==> src/rtl/serial_arith_pkg.sv <==
// Shared types and helpers for the bit-serial arithmetic blocks.
// Holds the handshake FSM state encoding and the carry majority function.
package serial_arith_pkg;

    typedef enum logic [1:0] {
        IDLE  = 2'd0,
        SHIFT = 2'd1,
        DONE  = 2'd2
    } state_t;

    function automatic logic maj3(
        input logic a,
        input logic b,
        input logic c
    );
        return (a & b) | (a & c) | (b & c);
    endfunction

endpackage

==> src/rtl/serial_fa_cell.sv <==
// Registered 1-bit full adder: combinational sum bit, carry kept in a flop.
// The carry is preloaded on load (1 for subtract) and advanced on en.
module serial_fa_cell
    import serial_arith_pkg::*;
(
    input  logic clk,
    input  logic rst,
    input  logic load,
    input  logic cin_init,
    input  logic en,
    input  logic x,
    input  logic y,
    output logic s,
    output logic carry
);

    always_ff @(posedge clk) begin
        if (rst) begin
            carry <= 1'b0;
        end else if (load) begin
            carry <= cin_init;
        end else if (en) begin
            carry <= maj3(x, y, carry);
        end
    end

    assign s = x ^ y ^ carry;

endmodule

==> src/rtl/serial_addsub_n.sv <==
// LSB-first bit-serial adder/subtractor with valid/ready operand and result handshakes.
// Define SERIAL_ADDSUB_OVF_EN to add the registered signed-overflow output ovf.
module serial_addsub_n
    import serial_arith_pkg::*;
#(
    parameter int WIDTH = 8
) (
    input  logic             clk,
    input  logic             rst,
    input  logic             in_valid,
    output logic             in_ready,
    input  logic [WIDTH-1:0] a,
    input  logic [WIDTH-1:0] b,
    input  logic             sub,
    output logic             out_valid,
    input  logic             out_ready,
    output logic [WIDTH-1:0] sum,
`ifdef SERIAL_ADDSUB_OVF_EN
    output logic             ovf,
`endif
    output logic             cout
);

    localparam int CW = (WIDTH > 2) ? $clog2(WIDTH) : 1;
    localparam logic [CW-1:0] CNT_LAST = CW'(WIDTH - 1);

    state_t           state_q;
    logic [WIDTH-1:0] opa_q;
    logic [WIDTH-1:0] opb_q;
    logic [WIDTH-2:0] res_q;
    logic [WIDTH-1:0] res_d;
    logic [WIDTH-1:0] sum_q;
    logic [CW-1:0]    cnt_q;
    logic             cout_q;
    logic             fa_s;
    logic             carry_q;
    logic             carry_d;
    logic             load;
    logic             step;
    logic             last;
`ifdef SERIAL_ADDSUB_OVF_EN
    logic             ovf_q;
`endif

    assign load    = (state_q == IDLE) && in_valid;
    assign step    = (state_q == SHIFT);
    assign last    = (cnt_q == CNT_LAST);
    assign carry_d = maj3(opa_q[0], opb_q[0], carry_q);
    assign res_d   = {fa_s, res_q};

    serial_fa_cell u_fa (
        .clk      (clk),
        .rst      (rst),
        .load     (load),
        .cin_init (sub),
        .en       (step),
        .x        (opa_q[0]),
        .y        (opb_q[0]),
        .s        (fa_s),
        .carry    (carry_q)
    );

    always_ff @(posedge clk) begin
        if (rst) begin
            state_q <= IDLE;
            opa_q   <= '0;
            opb_q   <= '0;
            res_q   <= '0;
            sum_q   <= '0;
            cnt_q   <= '0;
            cout_q  <= 1'b0;
`ifdef SERIAL_ADDSUB_OVF_EN
            ovf_q   <= 1'b0;
`endif
        end else begin
            unique case (state_q)
                IDLE: begin
                    if (in_valid) begin
                        opa_q   <= a;
                        opb_q   <= b ^ {WIDTH{sub}};
                        cnt_q   <= '0;
                        state_q <= SHIFT;
                    end
                end
                SHIFT: begin
                    opa_q <= opa_q >> 1;
                    opb_q <= opb_q >> 1;
                    res_q <= res_d[WIDTH-1:1];
                    if (last) begin
                        state_q <= DONE;
                        sum_q   <= res_d;
                        cout_q  <= carry_d;
`ifdef SERIAL_ADDSUB_OVF_EN
                        // carry_q here is still the carry into the MSB
                        ovf_q   <= carry_q ^ carry_d;
`endif
                    end else begin
                        cnt_q <= cnt_q + CW'(1);
                    end
                end
                DONE: begin
                    if (out_ready) begin
                        state_q <= IDLE;
                    end
                end
                default: begin
                    state_q <= IDLE;
                end
            endcase
        end
    end

    assign in_ready  = (state_q == IDLE);
    assign out_valid = (state_q == DONE);
    assign sum       = sum_q;
    assign cout      = cout_q;
`ifdef SERIAL_ADDSUB_OVF_EN
    assign ovf       = ovf_q;
`endif

endmodule

==> config.mk <==
export PLATFORM = sky130hd
export DESIGN_NAME = serial_addsub_n
export DESIGN_NICKNAME = d
export VERILOG_FILES = /design/src/rtl/serial_arith_pkg.sv /design/src/rtl/serial_fa_cell.sv /design/src/rtl/serial_addsub_n.sv
export SDC_FILE = /design/constraint.sdc
export NUM_CORES = 1
export LEC_CHECK = 0
export CAP_MARGIN = 10
export CORE_MARGIN = 2
export CORE_UTILIZATION = 51
export DETAILED_ROUTE_END_ITERATION = 7
export PLACE_DENSITY = 0.79
export SLEW_MARGIN = 25
export SYNTH_ARGS = -nofsm -noshare
export SYNTH_HDL_FRONTEND = slang
export SYNTH_SLANG_ARGS = --single-unit
==> constraint.sdc <==
create_clock -name clk -period 1.85 [get_ports clk]
set_input_delay 0.37 -clock clk [delete_from_list [all_inputs] [get_ports clk]]
set_output_delay 0.37 -clock clk [all_outputs]
set_load 0.005 [all_outputs]
Word level (Yosys, flattened, before mapping). Index checks and enable logic that the tools add are counted.

Bits in latches: 0. Register bits: 38. Bits in read-only memories: 0. Input port bits: 21. Memories kept: 0. Bits in writable memories: 0. Word-level logic and storage cells: 45.

Mux-type cells: 13. Magnitude comparators: 0. Div/mod/pow operators: 0. Add/subtract/negate cells: 1. Reduce and logical (&&, ||, !) cells: 8. Multipliers: 0. Shift-type cells: 0. Eq/ne operators: 7. Bitwise operators: 8.

Operators by type and width (number): one-hot mux 8 bit (2 select lines) (2); 2-to-1 mux 8 bit (2); bitwise XOR 8 bit (1); 2-to-1 mux 2 bit (3); 2-to-1 mux 3 bit (2); one-hot mux 2 bit (3 select lines) (1); one-hot mux 3 bit (2 select lines) (1); AND reduction 3 bit (2); != test 2 x 1 -> 1 bit, second input constant (2); != test 2 bit, second input constant (2); AND reduction 2 bit (2); nonzero test 2 bit (2); adder 3 x 1 -> 3 bit, second input constant (1); bitwise AND 1 bit (3); equality test 3 bit, second input constant (1); equality test 2 x 1 -> 1 bit, second input constant (1); equality test 2 bit, second input constant (1); zero test 2 bit (1); 2-to-1 mux 1 bit (2); bitwise OR 1 bit (2); bitwise XOR 1 bit (2); logical AND 1 bit (1).

Logic depth before layout (Yosys ltp). Gate-level depths: netlist of the first run.

Depth after elaboration: 5. Mapped depth: 6.

Hierarchy. Synthesis of the first run repeated with hierarchy kept, for this count alone.

Cell total of the unflattened synthesis: 179. Area total of the unflattened synthesis: 1641.6 um^2.

By module, submodules not included: serial_addsub_n (cells an instance 173, area an instance 1569.0 um^2, seq. area each 740.7 um^2, times used 1); serial_fa_cell (cells an instance 6, area an instance 72.6 um^2, seq. area each 20.0 um^2, times used 1).

Worst setup path after synthesis of the first run. No wires, ideal clock.

Kind: reg2reg. Start: register cnt_q[0]. End: register cout_q, in the netlist cout. Path slack: 0.474 ns. Arrival time: 1.306 ns. Buffers on the path: 2. Data required time: 1.780 ns. Stages on the path, launching flop included: 7. Period minus slack after synthesis: 1.376 ns. Setup time: 0.070 ns. Path through: dfxtp_1 > ha_1 > ha_1 > buf_1 > clkbuf_1 > nand3_1 > a21oi_1.

Cells in the longest elaborated chain, start to end: 2.

Ends and longest elaborated chain: from (decl) (RTL line serial_addsub_n.sv:33) `logic [CW-1:0] cnt_q;`; from (signal assigned) (RTL line serial_addsub_n.sv:98) `cnt_q <= cnt_q + CW'(1);`; equality test 3 bit (RTL line serial_addsub_n.sv:47) `assign last = (cnt_q == CNT_LAST);`; AND reduction 2 bit (no line); to (signal assigned) (RTL line serial_addsub_n.sv:92) `cout_q <= carry_d;`; to (decl) (RTL line serial_addsub_n.sv:34) `logic cout_q;`.

No other way between the ends. A chain may end at the register's enable or synchronous reset.

Final worst setup path of the first run.
Start: register state_q[0]. End: output out_valid.

Cells in the longest elaborated chain, start to end: 1.

Ends and longest elaborated chain: from (decl) (RTL line serial_addsub_n.sv:27) `state_t state_q;`; from (signal assigned) (RTL line serial_addsub_n.sv:65) `state_q <= IDLE;`; from (signal assigned) (RTL line serial_addsub_n.sv:82) `state_q <= SHIFT;`; from (signal assigned) (RTL line serial_addsub_n.sv:90) `state_q <= DONE;`; equality test 2 bit (RTL line serial_addsub_n.sv:114) `assign out_valid = (state_q == DONE);`; to (decl) (RTL line serial_addsub_n.sv:15) `output logic out_valid,`.

No other way between the ends.

==> results of run 1 <==
-- final timing paths --
check / startpoint / cells past startpoint / slack (ns) / endpoint
max: state_q[0] / 2 / 0.08 / out_valid
min: sum[0] / 2 / 0.46 / sum[0]
max reg2reg: cnt_q[0] / 5 / 0.39 / sum[2]
min reg2reg: sum[0] / 2 / 0.46 / sum[0]
-- repair_timing --
action	4_1_cts	5_1_grt
pin swaps	0	0
buffers inserted	0	0
resized for setup	1	1
hold endpoints to repair	0	0
endpoints found under the setup margin	1	1
-- routing by layer --
| layer | routed length (um) | up-vias | track usage, % |
|---|---|---|---|
| met5 | 0 | - | 0 |
| met4 | 57 | 0 | 8.511 |
| met3 | 192 | 6 | 7.353 |
| met2 | 1554 | 40 | 34.65 |
| met1 | 1465 | 642 | 23.68 |
| li1 | - | 701 | - |
-- registers in the layout (all words and copies together), names as in the netlist --
signal / flops
opa_q: 8
cout: 1
state_q: 2
res_q: 7
u_fa.carry: 1
cnt_q: 3
sum: 8
opb_q: 8
-- where the power goes --
group          leakage, nW  internal [mW]  total, mW  switching, mW
clock               0.0343          0.183      0.468          0.285
combinational        0.369          0.109      0.208         0.0991
sequential           0.310          0.855      0.880         0.0249
total                0.713           1.15       1.56          0.409
-- layout make-up --
type / instances / area (um2) / area share [%]
multi-input cells: 128 / 800.8 / 38.91
repair buffers: 40 / 376.6 / 18.30
clock inverters: 2 / 12.51 / 0.6079
flip-flops and latches: 38 / 762.0 / 37.02
well taps: 44 / 55.05 / 2.675
clock buffers: 6 / 51.30 / 2.492
-- cells in the mapped netlist, drive strengths merged, types with 2 or more instances --
cell type  instances
nand2b             3
mux2i              7
nand3b             2
buf               13
clkbuf             3
a22oi              9
a21oi             19
ha                 2
nand3             16
a211oi             8
nor2              10
xnor2              7
nor2b              2
dfxtp             38
o22ai              7
nand2             27
a31oi              3
-- critical path, cell delays in order (launching register included) --
cell,delay (ns)
dfxtp_2,0.37
nor2b_1,0.15
clkdlybuf4s50_1,0.52
-- kinds of logic (layout without fill, tap and decap cells) --
group | Yosys count | in the layout
and+or+nand+nor | 62 | 62
adders and majority gates | 3 | 3
DFF | 38 | 38
muxes | 7 | 7
buffers and inverters | 16 | 48
xor gates and xnor gates | 8 | 8
AOI/OAI and AO/OA | 48 | 48
-- placed cells by master (no fill, tap or decap), drive strengths merged --
cell type / synthesis / final
xor2: 1 / 1
clkinv: 0 / 1
nor3b: 1 / 1
a31oi: 3 / 3
nor2b: 2 / 2
clkbuf: 3 / 6
buf: 13 / 9
or3b: 1 / 1
o21bai: 1 / 1
o22ai: 7 / 7
clkinvlp: 0 / 1
nor2: 10 / 10
dfxtp: 38 / 38
a211oi: 8 / 8
dlygate4sd2: 0 / 1
a22oi: 9 / 9
nand2: 27 / 27
nand2b: 3 / 3
mux2i: 7 / 7
xnor2: 7 / 7
nand3b: 2 / 2
nand3: 16 / 16
ha: 2 / 2
a21oi: 19 / 19
o21ba: 1 / 1
fa: 1 / 1
clkdlybuf4s50: 0 / 30
-- per-stage QoR --
stage | total power, mW | std cells | cell area, um2 | utilization [%]
6_report | 1.555 | 258 | 2058 | 66.33
5_1_grt | 1.621 | 258 | 2058 | 66.33
4_1_cts | 1.562 | 258 | 2057 | 66.29
3_5_place_dp | 1.106 | 250 | 1994 | 64.27
3_3_place_gp | 1.097 | 250 | 1994 | 64.27
2_1_floorplan | 1.041 | 182 | 1682 | -
==> key figures, run 1 <==
Outcome
  • Outcome: complete, no violations

Global route
  • First-pass GRT wire length: ~5.6 mm
  • Grt ovf: 0
  • Initial antenna violation count: 0
  • Largest net degree at the start of global routing: 29
  • GRT Total Usage: 20.54%
  • Via count of the first global-routing pass: 1,313

Yosys
  • Mux share of post-synthesis cell area: ~4.2%
  • Sequential-to-total area share from yosys stat: between 40% and 50%
  • Syn Nets: about 210
  • Leading area contributor after synthesis: dfxtp_1
  • Dominant cells by area after synthesis: dfxtp_1 (45%), nand2_1 (6.0%), a21oi_1 (5.7%)
  • Main combinational cell family by area after synthesis: compound AO/OA/AOI/OAI gates
  • Synthesized flop and latch total: 38
  • Mapped Area: about 1700 um2
  • Synth top area share: approximately 45%
  • Yosys warning count: 0
  • Post-synthesis compound-gate area fraction: about a fifth
  • Post-synth ARST share: 0%
  • Most used flip-flop cell after synthesis: dfxtp_1
  • Mean Syn Cell Area: just over 9 um2
  • Simple logic cell fraction of the synthesized area: between 15 and 20%
  • Unique masters post-synth: 30
  • Syn Inst Count: 182
  • Number of enable flip-flop cells after synthesis: 0
  • Synth Area in Adders: under 10%
  • Xor and xnor area share after synthesis: 4.167%

Clock network
  • CTS HTree Levels: 2
  • Max Root-Sink Buffers: 2
  • Sink Count: 38
  • TritonCTS Buffers: 5
  • Hold-fix buffers, CTS: 0
  • Clk root buf: clkbuf_4
  • Worst skew pair latency: between 0.3 and 0.4 ns
  • CTS tree: done
  • Clock transition at path regs: 0.12 ns

STA
  • Hold Fails Final Rpt: 0
  • Worst Skew: roughly 0.0095 ns
  • Slew headroom: a little under three quarters
  • Min Hold Slack: between 0.4 and 0.5 ns
  • Final Max Slew Viols: 0
  • Final TNS setup: 0 ns
  • Worst-margin pin slew: 0.4252 ns
  • Fin crit share: 95.53%
  • Fmax: 565.8 MHz
  • Setup violators final: 0
  • Setup ws final: between 0.08 and 0.09 ns
  • Crit path time final: 1.767 ns
  • RSZ-0062 raised after global routing: no

Floorplanning
  • Die ar.: 3772 um2
  • Core box area: approximately 3100 um2
  • Die X: 61.42 um
  • Die height: around 61 um
  • Row cnt: 20
  • I/O Pins: 32
  • Initial core utilization: a little over half

Final layout
  • Synthesis-to-finish area growth: 22.40%
  • Post-layout net count: 237
  • Layout cells sized above 1: approximately an eighth
  • # diodes: 0
  • Number of filler instances in the final layout: between 200 and 300

Route
  • WL final: 3.270 mm
  • Number of DRC markers in iteration 0: between 60 and 70
  • Via/cell ratio: ~5.4
  • Via count: roughly 1,400
  • Post-DRT Antenna Nets: 0
  • TritonRoute pass-1 iters: 5
  • Routed WL per cell: about 13 um
  • Drt drc: 0

Power
  • Pleak: approximately 0.71 nW
  • Max rail drop VDD: 0.5288 mV
  • PwrDens: ~760 nW/um2

Placed design
  • # port buffers: 31
  • Detailed-placement wirelength estimate: about 2.4 mm
  • Dpl ws: around 0.2 ns
  • Routability Congestion: around 0.81

Worst setup path
  • Crit end category: output port
  • Startpoint Class: flop
  • CP Max Fanout: 6
  • Worst path arrival time: about 1.4 ns
  • Crit Path Class: flop to output port
  • CP required: between 1 and 1.5 ns

Min path
  • Hold Path Class: flop to flop

Run
  • Max_cap viols: 0
Power figures use the tool's default switching activity.
==> run 2, diff against run 1 <==
CORE_UTILIZATION = 50   (was 51)
PLACE_DENSITY = not set   (was 0.79)
PLACE_DENSITY_LB_ADDON = 0.2   (was not set)
SYNTH_HIERARCHICAL = 1   (was not set)
==> run 2 against run 1 <==
Compared with the run above: clock skew is 0.0018 ns lower; critical path depth stayed put; final cell count stayed put; largest power group unchanged; clock-buffer cell count stayed put.
==> key figures, run 2 <==
Outcome
  • Outcome: complete, no violations

STA
  • RSZ-0062 raised after global routing: no
  • Slew headroom: about 55%
  • Hold Fails Final Rpt: 0
  • Worst-margin pin slew: ~0.67 ns
  • Fmax: 571.8 MHz
  • Setup ws final: between 0.1 and 0.15 ns
  • Crit path time final: between 1.5 and 2 ns
  • Worst Skew: 0.007711 ns
  • Setup violators final: 0
  • Final TNS setup: 0 ns
  • Final Max Slew Viols: 0
  • Fin crit share: ~95%

Yosys
  • Mapped Area: 1642 um2
  • Unique masters post-synth: 32
  • Yosys warning count: 6
  • Syn Inst Count: 179
  • Dominant cells by area after synthesis: dfxtp_1 (46%), a21oi_1 (6.1%), nand2_1 (5.5%)
  • Synth top cells by count: dfxtp_1 (38), nand2_1 (24), a21oi_1 (20), nor2_1 (10)
  • Number of enable flip-flop cells after synthesis: 0
  • Syn Nets: approximately 200
  • Sequential-to-total area share from yosys stat: between 40% and 50%
  • Mean Syn Cell Area: slightly above 9 um2
  • Leading area contributor after synthesis: dfxtp_1
  • Synthesized flop and latch total: 38
  • Post-synth ARST share: 0%
  • Most used flip-flop cell after synthesis: dfxtp_1
  • Synth top area share: ~46%
  • Most common cell in the netlist: dfxtp_1

Placed design
  • Detailed-placement wirelength estimate: between 2 and 2.5 mm
  • Dpl ws: roughly 0.11 ns
  • Routability Congestion: approximately 0.78
  • # port buffers: 31

Worst setup path
  • Worst-path cell chain: nor2b_2 > clkdlybuf4s50_1
  • CP Max Fanout: 4
  • Worst path arrival time: 1.38 ns
  • Max stage delay on crit path: 0.50 ns
  • Crit Path Class: flop to output port
  • Crit end category: output port
  • Startpoint Class: flop
  • CP required: approximately 1.5 ns
  • Crit-path slowest cell: clkdlybuf4s50_1

Route
  • Routed WL per cell: 12.33 um
  • Via/cell ratio: roughly 5.2
  • Number of DRC markers in iteration 0: 50
  • Drt drc: 0
  • TritonRoute pass-1 iters: 4
  • Post-DRT Antenna Nets: 0
  • Via count: 1,345
  • WL final: between 3 and 4 mm

Global route
  • Initial antenna violation count: 0
  • First-pass GRT wire length: 5.382 mm
  • GRT Total Usage: around a fifth
  • Grt ovf: 0
  • Via count of the first global-routing pass: between 1,000 and 1,500
  • Largest net degree at the start of global routing: 25

Clock network
  • Clock transition at path regs: 0.11 ns
  • Max Root-Sink Buffers: 2
  • TritonCTS Buffers: 5
  • Sink Count: 38
  • Clk root buf: clkbuf_4
  • Worst skew pair latency: approximately 0.36 ns
  • CTS tree: done
  • CTS HTree Levels: 2

Final layout
  • Leading cell type in the layout, fill and taps excluded: dfxtp_1
  • Most frequent cells in the layout: dfxtp_1 (37), clkdlybuf4s50_1 (30), nand2_1 (24)
  • Number of filler instances in the final layout: 269
  • Synthesis-to-finish area growth: 26.37%
  • # diodes: 0
  • Layout cells sized above 1: 10.75%
  • Post-layout net count: about 240

Floorplanning
  • Row cnt: 20
  • I/O Pins: 32
  • Die X: ~61 um
  • Die ar.: between 3000 and 4000 um2
  • Core box area: between 3000 and 4000 um2
  • Initial core utilization: a little over half
  • Die height: approximately 61 um

Power
  • Total Power: between 1.5 and 2 mW
  • Max rail drop VDD: around 0.54 mV
  • Pleak: 0.7336 nW
  • PwrDens: ~750 nW/um2

Min path
  • Hold Path Class: flop to flop

Run
  • Max_cap viols: 0
run 2: area by class of cell:
type | count | area [um2] | area share, %
multi-input cells | 127 | 813.3 | 39.20
flip-flops and latches | 38 | 762.0 | 36.73
repair buffers | 39 | 372.9 | 17.97
well taps | 44 | 55.05 | 2.654
clock buffers | 6 | 51.30 | 2.473
clock inverters | 2 | 12.51 | 0.6031
inverters | 2 | 7.507 | 0.3619
run 2: final timing paths:
path / slack (ns) / from / endpoint / cells past startpoint
max: 0.10 / state_q[0] / out_valid / 2
min: 0.46 / sum[4] / sum[4] / 2
max reg2reg: 0.24 / state_q[0] / opb_q[5] / 4
min reg2reg: 0.46 / sum[4] / sum[4] / 2
run 2: worst max-delay path, delay by kind of cell (launching register included):
family	cells	cell delay, ns
AND/OR/NAND/NOR	1	0.14
flip-flops	1	0.38
buffers and inverters	1	0.50
run 2: power breakdown:
group / internal (mW) / total (mW) / switching [mW] / leakage, nW
Combinational: 0.116 / 0.223 / 0.107 / 0.389
Clock: 0.182 / 0.457 / 0.275 / 0.0343
Sequential: 0.857 / 0.884 / 0.0274 / 0.311
run 2: timing repair:
action | 4_1_cts | 5_1_grt
buffers inserted | 0 | 0
gates resized for setup | 0 | 3
hold buffers | 0 | 0
endpoints found under the setup margin | 0 | 2
run 2: logic make-up (layout without fill, tap and decap cells):
family	count (synthesis)	count (layout)	synth area share, %
compound gates	48	48	18.67
xor+xnor	8	8	4.268
fa+ha+maj	4	4	3.353
buf+inv	14	49	4.268
flops	38	38	46.34
mux	8	8	4.878
simple gates	59	59	18.22
run 2: through the flow:
stage / utilization [%] / cells / hold WS (ns) / cell area, um2
floorplan: - / 179 / 0.4346 / 1642
global placement: 65.12 / 250 / 0.4430 / 2004
detailed placement: 65.12 / 250 / 0.4484 / 2004
CTS: 67.20 / 258 / 0.4650 / 2068
global route: 67.40 / 258 / 0.4903 / 2074
finish: 67.40 / 258 / 0.4599 / 2074
run 2: per-layer routing:
layer	wire length (um)	track usage (%)
met1	1330	22.86
met2	1634	33.89
met3	156	6.303
met4	58	8.385
met5	0	0
==> run 3, diff against run 2 <==
CORE_UTILIZATION = 54   (was 50)
SETUP_SLACK_MARGIN = 0.4   (was not set)
clock period = 2.1 ns   (was 1.85 ns; I/O delays follow)
==> run 3 against run 2 <==
Compared with the run above: die area down 6.9%; flip-flop and latch count unchanged; final cell count down 3.9%; global-route usage up 1.2 points; routed wire length up 4.4%; worst hold slack worse by 0.012 ns; utilization up 3.8 points; clock skew up 0.0086 ns; design area up 2.2%; register-to-register slack better by 0.33 ns; clock-buffer cell count down 1.
==> key figures, run 3 (synthesis gave the netlist of run 2 again) <==
Clock network
  • Clk root buf: clkbuf_4
  • CTS HTree Levels: 2
  • TritonCTS Buffers: 5
  • Hold-fix buffers, CTS: 0
  • Clock transition at path regs: approximately 0.13 ns
  • CTS tree: done
  • Max Root-Sink Buffers: 2
  • Sink Count: 38
  • Worst skew pair latency: approximately 0.36 ns

STA
  • Fmax: roughly 600 MHz
  • Crit path time final: approximately 1.6 ns
  • Fin crit share: 78.10%
  • Worst-margin pin slew: between 0.4 and 0.5 ns
  • Slew headroom: roughly three quarters
  • Final Max Slew Viols: 0
  • Final TNS setup: 0 ns
  • RSZ-0062 raised after global routing: no
  • Setup violators final: 0
  • Hold Fails Final Rpt: 0
  • Worst Skew: 0.01636 ns

Global route
  • Via count of the first global-routing pass: 1,301
  • Grt ovf: 0
  • Initial antenna violation count: 0
  • Largest net degree at the start of global routing: 21
  • First-pass GRT wire length: 5.430 mm
  • GRT Total Usage: a little over a fifth

Route
  • Via count: 1,366
  • Routed WL per cell: around 13 um
  • Number of DRC markers in iteration 0: 45
  • Via/cell ratio: between 5 and 6
  • Drt drc: 0
  • WL final: around 3.3 mm
  • Post-DRT Antenna Nets: 0
  • TritonRoute pass-1 iters: 4

Floorplanning
  • Die X: around 59 um
  • I/O Pins: 32
  • Initial core utilization: between 50% and 60%
  • Row cnt: 20
  • Die height: just under 60 um
  • Die ar.: ~3500 um2
  • Core box area: between 2000 and 3000 um2

Worst setup path
  • Crit path depth: 1
  • Crit end category: output port
  • End of the critical path: sum[4]
  • Worst path arrival time: about 1.2 ns
  • CP required: 1.68 ns
  • CP Max Fanout: 2
  • Delay-heaviest family, CP: buffers and inverters
  • Worst-path cell chain: clkdlybuf4s50_1
  • Worst flop-to-flop path startpoint: state_q[1]
  • Startpoint Class: flop
  • Worst Setup SP: sum[4]
  • Crit-path slowest cell: clkdlybuf4s50_1
  • Reg2Reg Setup Slack: 0.57 ns
  • Worst R2R Path Depth: 6
  • Max stage delay on crit path: ~0.5 ns
  • Crit Path Class: flop to output port
  • Reg2reg end: cout
  • CP bufs+invs: 1

Final layout
  • Number of filler instances in the final layout: approximately 250
  • Leading cell type in the layout, fill and taps excluded: dfxtp_1
  • Final core utilization: 71.18%
  • Most frequent cells in the layout: dfxtp_1 (34), clkdlybuf4s50_1 (29), nand2_1 (24)
  • Layout cells sized above 1: between 10% and 20%
  • Reg area: about 770 um2
  • Synthesis-to-finish area growth: 29.12%
  • Post-layout net count: ~240
  • # diodes: 0
  • Multi-input gate area: around 810 um2

Placed design
  • Routability Congestion: approximately 0.79
  • Detailed-placement wirelength estimate: 2.330 mm
  • # port buffers: 31

Outcome
  • Outcome: complete, no violations

Power
  • Max rail drop VDD: between 0.5 and 0.6 mV
  • PwrDens: between 700 and 800 nW/um2
  • Total Power: about 1.6 mW
  • Pleak: ~0.75 nW

Min path
  • Hold Path Class: flop to flop

Run
  • Max_cap viols: 0
run 3: layout make-up:
class,count,area share [%]
clock inverter,3,3.247
clock buffer,5,1.771
sequential,38,36.36
timing repair buffer,40,17.77
tap,33,1.948
multi-input combinational,127,38.37
inverter,2,0.5313
run 3: per-layer routing:
metal	wire length (um)	GRT usage, %	up-vias
met3	137	6.332	8
li1	-	-	700
met4	82	11.04	0
met5	0	0	-
met2	1733	37.62	36
met1	1367	22.16	622
run 3: through the flow:
stage | cell area, um2 | instances | worst slack (ns) | hold slack [ns]
final | 2120 | 248 | 0.4600 | 0.4478
after global routing | 2120 | 248 | 0.4008 | 0.4648
after CTS | 2112 | 248 | 0.4316 | 0.4619
after detailed placement | 1983 | 238 | 0.2946 | 0.4459
after global placement | 1983 | 238 | 0.3751 | 0.4418
after floorplan | 1642 | 179 | 0.7428 | 0.4366
run 3: report_power, final:
group          internal, mW  total [mW]  switching (mW)
Sequential            0.754       0.776          0.0227
Combinational         0.105       0.202          0.0970
Clock                 0.372       0.630           0.258
run 3: what timing repair did:
action                     CTS  global route
setup endpoints to repair    2             5
gates resized for setup      7             4
setup buffers                2             0
pin swaps                    0             1
run 3: worst min-delay path by stage:
stage / startpoint / to / cells past startpoint
finish: res_q[0] / sum[0] / 2
global route: res_q[0] / sum[0] / 2
CTS: sum[1] / sum[1] / 2
detailed placement: sum[1] / sum[1] / 2
global placement: res_q[0] / res_q[0] / 2
floorplan: res_q[0] / res_q[0] / 2
==> RTL change, RTL diff (flow settings as in run 2) <==
Add a define of `SERIAL_ADDSUB_OVF_EN`.
--- a/src/rtl/serial_addsub_n.sv
+++ b/src/rtl/serial_addsub_n.sv
@@ -1,5 +1,7 @@
 // LSB-first bit-serial adder/subtractor with valid/ready operand and result handshakes.
 // Define SERIAL_ADDSUB_OVF_EN to add the registered signed-overflow output ovf.
+`define SERIAL_ADDSUB_OVF_EN
+
 module serial_addsub_n
     import serial_arith_pkg::*;
 #(
Check against the original RTL (old outputs only; new: ovf): equivalent (equiv_simple and equiv_induct, registers matched by name and starting in step).
==> RTL change against run 2 <==
  * First-iteration DRC count increased by 2.0%
  * Global-route usage increased by 0.67 points
  * Synthesized cell count increased by 6.7%
  * Setup slack got worse by 0.020 ns
  * Cell area increased by 1.1%
  * Routed wire length increased by 3.0%
  * Total power increased by 2.3%
  * Sequential share of layout area increased by 0.74 points
  * Die area increased by 1.1%
  * Sequential cell count increased by 1
  * Critical endpoint unchanged
  * Synthesized area increased by 1.2%
  * Non-clock buffer count decreased by 1
==> RTL change: results <==
[outcome]
status = "completed"

[detailed_routing]
drt_iter0_markers = 51
wl_mm = 3.27
wl_per_cell_um = 12.2
via_count = 1454
firstDrtPassIters = 5

[global_routing]
grt_usage_pct = 20.5
grt_pass1_vias = 1307
grt_max_degree = 21
antenna_found_initial = 0
grt_pass1_wl_mm = 5.64

[worst_setup_path]
max_stage_delay_ns = 0.51
cpMaxStageDelayCell = "clkdlybuf4s50_1"
r2r-start = "cnt_q[0]$_SDFFE_PP0P_"
path_max_fanout = 8
arrival_ns = 1.40
crit_family = "buffers and inverters"
worstSetupStartpoint = "state_q[1]$_SDFFE_PP0P_"

[cts]
clk_latency_ns = 0.34
cts_buffers = 5
root_buffer = "clkbuf_4"
path_clk_slew_ns = 0.11
cts_max_level = 2
cts_setup_buffers = 0
clockBufferDepth = 2

[synthesis]
yosysSeqAreaShare_pct = 47.0
yosysUniqueCellTypes = 33
async_reset_ff_share_pct = 0
syn_inst = 191
ys_top_cells_by_area = "dfxtp_1 (47%), a21oi_1 (9.3%), nand2_1 (9.0%)"
yosys_warnings = 6
ys.flop_type = "dfxtp_1"
ys_top_cells_by_count = "nand2_1 (40), dfxtp_1 (39), a21oi_1 (31)"
syn-num-nets = 215

[power_and_ir_drop]
peakVddDrop_mv = 0.477
swShare_pct = 24.6
power_leakage_nw = 0.737

[placement]
portBuffers = 32
dp_hpwl_mm = 2.34
post-place-ws_ns = -0.223
dp.cells = 260
globalplace.congestion = 0.784

[timing]
slew_headroom_pct = 62.8
finClkSkew_ns = 0.00628

[final_layout]
n_antenna_cell = 0
drive_gt1_share_pct = 10.3
nNetsFinal = 247

[min_path]
hold_start = "sum[1]$_SDFFE_PP0P_"
hp-class = "register to register"
==> RTL change: final cells by class <==
| class | count | area, um2 |
|---|---|---|
| fillers | 300 | 1010 |
| flip-flops and latches | 39 | 786 |
| well taps | 44 | 55.1 |
| repair buffers | 38 | 365 |
| multi-input cells | 133 | 795 |
| inverters | 6 | 27.5 |
| clock buffers | 8 | 68.8 |
==> RTL change: final timing paths <==
| path | end | slack, ns | cells past startpoint |
|---|---|---|---|
| setup / recovery | out_valid | 0.08 | 2 |
| hold reg to reg | sum[1]$_SDFFE_PP0P_ | 0.46 | 2 |
| setup reg to reg | ovf$_SDFFE_PP0P_ | 0.23 | 5 |
| hold / removal | sum[1]$_SDFFE_PP0P_ | 0.46 | 2 |
==> RTL change: metal layers <==
metal  track usage, %  wire length (um)  vias to the layer above
met3             5.04               156                        8
met1             25.3              1460                      677
met2             33.4              1590                       41
li1                 -                 -                      728
met5                0                 0                        -
met4             10.0                68                        0
==> RTL change: cells by family (layout without fill, tap and decap cells) <==
| logic type | after synthesis | after routing | share of synthesized area, % |
|---|---|---|---|
| buf+inv | 19 | 52 | 5.57 |
| compound gates | 68 | 68 | 25.8 |
| fa+ha+maj | 3 | 3 | 2.71 |
| flops | 39 | 39 | 47.0 |
| mux | 1 | 1 | 0.602 |
| simple gates | 53 | 53 | 14.1 |
| xor+xnor | 8 | 8 | 4.22 |
==> RTL change: worst register-to-register path: stages (launching register included) <==
cell and delay [ns]:
dfxtp_1 0.37, ha_1 0.16, ha_1 0.31, nand3b_1 0.37
a21oi_1 0.24, a21oi_1 0.08
==> RTL change: metrics by stage <==
stage / hold slack (ns) / util [%] / area [um2]
after floorplan: 0.432 / - / 1660
after global placement: 0.439 / 65.0 / 2020
after detailed placement: 0.448 / 65.0 / 2020
after CTS: 0.464 / 67.3 / 2090
after global routing: 0.475 / 67.6 / 2100
final: 0.460 / 67.6 / 2100
==> RTL change: power by group through the flow <==
stage	registers (mW)	clock network, mW	logic, mW
2_1_floorplan	0.914	0	0.139
3_3_place_gp	0.921	0	0.204
3_5_place_dp	0.923	0	0.210
4_1_cts	0.904	0.503	0.210
5_1_grt	0.911	0.543	0.233
6_report	0.904	0.487	0.208
==> RTL change: what timing repair did <==
| action | CTS | global route |
|---|---|---|
| gates resized for setup | 1 | 3 |
| endpoints found under the hold margin | 0 | 0 |
| pin swaps | 0 | 0 |
| setup endpoints to repair | 1 | 1 |
